--- src/rtl/display_scan_ctrl.sv ---
// display_scan_ctrl
//
// Scan controller for the eight-register seven-segment display path.
// A programmable prescaler sets how long each of the four digit groups is driven.
// The active-low 4-bit group select walks 1110 -> 1101 -> 1011 -> 0111, and a
// one-cycle LOAD state marks each frame boundary.
//
// At LOAD all eight 16-bit registers are copied into a snapshot, so a frame never
// tears. The register pair for the selected group is then presented on
// word_lo/word_hi. A level freeze request, sampled only at LOAD, holds the
// snapshot instead of reloading it.
//
// Optional feature macro: DISP_BLANK_EN.
// When it is defined, every group change passes through BLANK cycles with
// sl_out = 1111 to suppress ghosting.
//
// Parameters:
//   DIV    - clock cycles per digit group (2 .. 2^DIV_W-1)
//   DIV_W  - prescaler counter width
//   BLANK  - blanking cycles between groups (1 .. DIV-1); only used with DISP_BLANK_EN
//
// Ports:
//   clk          - system clock, rising edge
//   rst          - synchronous active-high reset
//   reg_0..reg_7 - live register values
//   freeze_req   - level request to hold the current snapshot
//   freeze_ack   - snapshot is held (level)
//   sl_out       - active-low group select (1111 = none)
//   word_lo      - snapshot of the even register of the current pair
//   word_hi      - snapshot of the odd register of the current pair
//   blank        - high while no group is driven
//   frame_start  - one-cycle pulse in the cycle after LOAD
module display_scan_ctrl #(
  parameter int unsigned DIV   = 50000,
  parameter int unsigned DIV_W = 16,
  parameter int unsigned BLANK = 64
) (
  input  logic        clk,
  input  logic        rst,
  input  logic [15:0] reg_0,
  input  logic [15:0] reg_1,
  input  logic [15:0] reg_2,
  input  logic [15:0] reg_3,
  input  logic [15:0] reg_4,
  input  logic [15:0] reg_5,
  input  logic [15:0] reg_6,
  input  logic [15:0] reg_7,
  input  logic        freeze_req,
  output logic        freeze_ack,
  output logic [3:0]  sl_out,
  output logic [15:0] word_lo,
  output logic [15:0] word_hi,
  output logic        blank,
  output logic        frame_start
);

  localparam logic [DIV_W-1:0] DivLast = DIV_W'(DIV - 1);

`ifdef DISP_BLANK_EN
  localparam logic [DIV_W-1:0] BlankLast = DIV_W'(BLANK - 1);

  typedef enum logic [1:0] {
    StLoad,
    StBlank,
    StScan
  } state_e;
`else
  typedef enum logic [1:0] {
    StLoad,
    StScan
  } state_e;

  // BLANK has no role without the blanking state.
  logic unused_blank;
  assign unused_blank = |BLANK;
`endif

  state_e            state_q, state_d;
  logic [DIV_W-1:0]  presc_q, presc_d;
  // Pair index of the group currently driven (or pending during blanking): 3 down to 0.
  logic [1:0]        pair_q, pair_d;
  logic [7:0][15:0]  snap_q, snap_d;
  logic [3:0]        sl_q, sl_d;
  logic [15:0]       lo_q, lo_d;
  logic [15:0]       hi_q, hi_d;
  logic              blank_q, blank_d;
  logic              fs_q, fs_d;
  logic              ack_q, ack_d;

  logic [7:0][15:0]  live;
  logic [7:0][15:0]  load_src;

  assign live = {reg_7, reg_6, reg_5, reg_4, reg_3, reg_2, reg_1, reg_0};

  // Source for the pair-3 words leaving LOAD: live registers when loading, held snapshot
  // when frozen, so the first group of a frame never lags by a frame.
  assign load_src = freeze_req ? snap_q : live;

  function automatic logic [3:0] group_sel(input logic [1:0] pair);
    logic [3:0] sel;
    sel = 4'b1111;
    unique case (pair)
      2'd3: sel = 4'b1110;
      2'd2: sel = 4'b1101;
      2'd1: sel = 4'b1011;
      2'd0: sel = 4'b0111;
    endcase
    return sel;
  endfunction

  always_comb begin
    state_d = state_q;
    presc_d = presc_q;
    pair_d  = pair_q;
    snap_d  = snap_q;
    sl_d    = sl_q;
    lo_d    = lo_q;
    hi_d    = hi_q;
    blank_d = blank_q;
    fs_d    = 1'b0;
    ack_d   = ack_q;

    unique case (state_q)
      StLoad: begin
        if (freeze_req) begin
          ack_d = 1'b1;
        end else begin
          ack_d  = 1'b0;
          snap_d = live;
        end
        lo_d    = load_src[6];
        hi_d    = load_src[7];
        pair_d  = 2'd3;
        presc_d = '0;
        fs_d    = 1'b1;
`ifdef DISP_BLANK_EN
        state_d = StBlank;
        sl_d    = 4'b1111;
        blank_d = 1'b1;
`else
        state_d = StScan;
        sl_d    = group_sel(2'd3);
        blank_d = 1'b0;
`endif
      end

`ifdef DISP_BLANK_EN
      StBlank: begin
        if (presc_q == BlankLast) begin
          state_d = StScan;
          sl_d    = group_sel(pair_q);
          blank_d = 1'b0;
          presc_d = '0;
        end else begin
          presc_d = presc_q + DIV_W'(1);
        end
      end
`endif

      StScan: begin
        if (presc_q == DivLast) begin
          presc_d = '0;
          if (pair_q == 2'd0) begin
            state_d = StLoad;
            sl_d    = 4'b1111;
            blank_d = 1'b1;
          end else begin
            pair_d = pair_q - 2'd1;
            // Words switch on the edge the pending group is chosen and then hold.
            lo_d   = snap_q[{pair_d, 1'b0}];
            hi_d   = snap_q[{pair_d, 1'b1}];
`ifdef DISP_BLANK_EN
            state_d = StBlank;
            sl_d    = 4'b1111;
            blank_d = 1'b1;
`else
            sl_d    = group_sel(pair_d);
`endif
          end
        end else begin
          presc_d = presc_q + DIV_W'(1);
        end
      end

      default: begin
        state_d = StLoad;
        sl_d    = 4'b1111;
        blank_d = 1'b1;
        presc_d = '0;
      end
    endcase
  end

  always_ff @(posedge clk) begin
    if (rst) begin
      state_q <= StLoad;
      presc_q <= '0;
      pair_q  <= 2'd3;
      snap_q  <= '0;
      sl_q    <= 4'b1111;
      lo_q    <= '0;
      hi_q    <= '0;
      blank_q <= 1'b1;
      fs_q    <= 1'b0;
      ack_q   <= 1'b0;
    end else begin
      state_q <= state_d;
      presc_q <= presc_d;
      pair_q  <= pair_d;
      snap_q  <= snap_d;
      sl_q    <= sl_d;
      lo_q    <= lo_d;
      hi_q    <= hi_d;
      blank_q <= blank_d;
      fs_q    <= fs_d;
      ack_q   <= ack_d;
    end
  end

  assign sl_out      = sl_q;
  assign word_lo     = lo_q;
  assign word_hi     = hi_q;
  assign blank       = blank_q;
  assign frame_start = fs_q;
  assign freeze_ack  = ack_q;

endmodule
--- config.mk ---
export PLATFORM = sky130hd
export DESIGN_NAME = display_scan_ctrl
export DESIGN_NICKNAME = d
export VERILOG_FILES = /design/src/rtl/display_scan_ctrl.sv
export SDC_FILE = /design/constraint.sdc
export NUM_CORES = 1
export LEC_CHECK = 0
export CAP_MARGIN = 20
export CORE_MARGIN = 2
export CORE_UTILIZATION = 40
export DETAILED_ROUTE_END_ITERATION = 10
export PLACE_DENSITY = 0.65
export SLEW_MARGIN = 20
export SYNTH_ARGS = -nofsm -noshare
export SYNTH_HDL_FRONTEND = slang
export SYNTH_SLANG_ARGS = --single-unit
--- constraint.sdc ---
create_clock -name clk -period 3.54 [get_ports clk]
set_clock_uncertainty 0.1 [all_clocks]
set_input_delay 0.354 -clock clk [delete_from_list [all_inputs] [get_ports clk]]
set_output_delay 0.354 -clock clk [all_outputs]
set_load 0.03 [all_outputs]
==> flow_metrics.env <==
export IMPL_core_region_area_um2=19400
export IMPL_fin_crit_sh=0.7265
export IMPL_vias=6728
export IMPL_place_area_um2=9703
export IMPL_syn_nets=1066
export IMPL_rsz0062_at_grt="no"
export IMPL_holdBufCountCts=0
export IMPL_start_util=0.4063
export IMPL_grtUsageTotal=0.2099
export IMPL_cap_violations=0
export IMPL_p_total_mw=4.698
export IMPL_cts_resized=0
export IMPL_multiInputGateArea_um2=3735
export IMPL_worstRegToRegCells=4
export IMPL_clk_latency_ns=0.43
export IMPL_power_density_nw_per_um2=456.3
export IMPL_die_area_um2=20840
export IMPL_worst_pin_slew_ns=1.027
export IMPL_hold_path_end="snap_q[114]$_SDFFE_PP0N_"
export IMPL_synth_avg_cell_area_um2=8.475
export IMPL_syn_inst=930
export IMPL_swShare=0.2391
export IMPL_cts_tree="yes"
export IMPL_vdd_drop_max_v=0.0003039
export IMPL_gp_congestion=0.8964
export IMPL_critPathRequiredTime_ns=3.79
export IMPL_cp_max_fo=36
export IMPL_grt_ovfl_total=0
export IMPL_p_int_mw=3.574
export IMPL_htreeDepth=4
export IMPL_antenna_found_initial=1
export IMPL_area_delta_synth_final_pct=30.64
export IMPL_final_setup_tns_ns=0
export IMPL_r2r_start="presc_q[7]$_SDFF_PP0_"
export IMPL_async_flop_share=0
export IMPL_hold_class="in2reg"
export IMPL_ant_nets=0
export IMPL_power_frac_comb=0.113
export IMPL_wl_per_cell_um=16.28
export IMPL_dr_pass1_iters=5
export IMPL_grt_pass1_vias=6384
export IMPL_final_area_um2=10300
export IMPL_ff_latch_area_um2=3725
export IMPL_drt_iter0_drc=416
export IMPL_post_cts_setup_buffers=0
export IMPL_min_period_ns=2.572
export IMPL_yosysUniqueCellTypes=36
export IMPL_cts_sinks=186
export IMPL_fillers=1866
export IMPL_setup_viol=0
export IMPL_dpl_hpwl_um=13850
export IMPL_wl_um=21690
export IMPL_die_w_um=144.4
export IMPL_final_nets=1190
export IMPL_port_buffers=169
export IMPL_fp_row_count=51
export IMPL_syn_cell_area_um2=7881
export IMPL_clock_path_buffers=2
export IMPL_via_per_inst=5.051
export IMPL_slew_headroom=0.3134
export IMPL_clk_pin_slew_ns=0.07
export IMPL_hp_start="rst"
export IMPL_seqPwrFrac=0.477
export IMPL_p_sw_mw=1.123
export IMPL_io_pins=170
export IMPL_synth_edff_count=0
export IMPL_drive_gt1_frac=0.07786
export IMPL_status="finished clean"
export IMPL_fp_dieH_um=144.4
export IMPL_hold_slack_ns=0.2941
export IMPL_cp_data_arrival_time_ns=2.83
export IMPL_ys_seq_area_frac=0.4725
export IMPL_yosysWarnings=0
export IMPL_start_kind="register"
export IMPL_critical_path_class="reg2reg"
export IMPL_regToRegSetupSlack_ns=0.97
export IMPL_grt_max_degree=93
export IMPL_leakage_nw=3.695
export IMPL_pwr_share_clk=0.410
export IMPL_ys_seq_elements=186
export IMPL_route_detailed_drc=0
export IMPL_fmax_ghz=0.3888
export IMPL_grt_pass1_wl_um=33610
export IMPL_endpoint_kind="register"
export IMPL_final_max_slew_violation_count=0
export IMPL_synth_ff_type="dfxtp_1"
export IMPL_r2r_end="word_lo[7]$_SDFFE_PP0P_"
export IMPL_numCtsBuffers=17
export IMPL_hold_violations=0
export IMPL_cts_root_buf="clkbuf_16"
export IMPL_min_path_cells=2
registers in the layout, summed over array words and instances (netlist names):
name         cells
snap_q         128
presc_q         16
word_hi         16
word_lo         16
sl_out           4
pair_q           2
blank            1
frame_start      1
freeze_ack       1
state_q          1
kinds of logic (layout without fill, tap and decap cells):
kind of cell | after synthesis | count (layout) | share of synthesized area
xor gates and xnor gates | 14 | 14 | 0.01556
other | 0 | 1 | 0
and+or+nand+nor | 350 | 350 | 0.1797
AOI/OAI and AO/OA | 201 | 201 | 0.1348
muxes | 65 | 65 | 0.1334
buffers and inverters | 109 | 245 | 0.05620
adders and majority gates | 5 | 5 | 0.007938
DFF | 186 | 186 | 0.4725
cell type report:
class / instances / area share
Tap cell: 265 / 0.03220
Timing Repair Buffer: 178 / 0.1726
Multi-Input combinational cell: 635 / 0.3627
Sequential cell: 186 / 0.3618
Clock inverter: 13 / 0.01470
Antenna cell: 1 / 0.0002430
Clock buffer: 18 / 0.04265
Inverter: 36 / 0.01312
worst max path at each step:
stage | from | end | slack [ns]
2_1_floorplan | pair_q[0]$_SDFFE_PP1P_ | word_lo[10]$_SDFFE_PP0P_ | 0.69
3_3_place_gp | presc_q[11]$_SDFF_PP0_ | word_lo[9]$_SDFFE_PP0P_ | 1.05
3_5_place_dp | presc_q[7]$_SDFF_PP0_ | word_hi[11]$_SDFFE_PP0P_ | 1.01
4_1_cts | presc_q[7]$_SDFF_PP0_ | word_lo[7]$_SDFFE_PP0P_ | 0.99
5_1_grt | presc_q[7]$_SDFF_PP0_ | word_lo[7]$_SDFFE_PP0P_ | 0.91
6_report | presc_q[7]$_SDFF_PP0_ | word_lo[7]$_SDFFE_PP0P_ | 0.97
power by group through the flow:
| stage | Combinational (mW) | Clock [mW] | Sequential [mW] |
|---|---|---|---|
| after floorplan | 0.232 | 0 | 2.31 |
| after global placement | 0.527 | 0 | 2.28 |
| after detailed placement | 0.531 | 0 | 2.29 |
| after CTS | 0.533 | 1.97 | 2.24 |
| after global routing | 0.577 | 2.04 | 2.25 |
| final | 0.529 | 1.93 | 2.24 |
synthesized netlist by cell type (all sizes together), types with 5 or more instances:
master / number / area [um^2]
mux4: 32 / 720.7
nand3: 7 / 35.03
xnor2: 10 / 87.58
inv: 36 / 135.1
nor2: 50 / 187.7
a31oi: 32 / 200.2
mux2i: 33 / 330.3
nand2: 265 / 994.7
a21oi: 130 / 650.6
clkbuf: 62 / 232.7
ha: 5 / 62.56
o21ai: 33 / 165.2
buf: 11 / 75.06
dfxtp: 186 / 3724
layout by cell type, fill, tap and decap left out, types with 17 or more instances in the layout:
master,count
nor2_1,49
nand2_1,265
clkdlybuf4s50_1,167
a21oi_1,130
o21ai_1,32
a31oi_1,32
inv_1,36
mux2i_1,33
mux4_2,32
dfxtp_1,185
clkbuf_16,17
routing by layer:
metal	up-vias	global-route usage	part of all wire
li1	3378	-	-
met1	3162	0.2856	0.46
met2	165	0.3410	0.47
met3	23	0.04272	0.050
met4	0	0.05672	0.015
met5	-	0	0
worst max-delay path: stages, from the launching register on:
cell and delay (ns):
dfxtp_1 0.37, or4_4 0.50, or4_4 0.80, or2_4 0.49, o21ai_1 0.20
metrics by stage:
step / util / instances / setup slack, ns
2_1_floorplan: - / 930 / 0.6892
6_report: 0.5308 / 1332 / 0.9682
3_5_place_dp: 0.5002 / 1300 / 1.011
3_3_place_gp: 0.5002 / 1300 / 1.046
5_1_grt: 0.5306 / 1331 / 0.9125
4_1_cts: 0.5306 / 1331 / 0.9932
No activity file was read; power rests on OpenSTA's default activity.
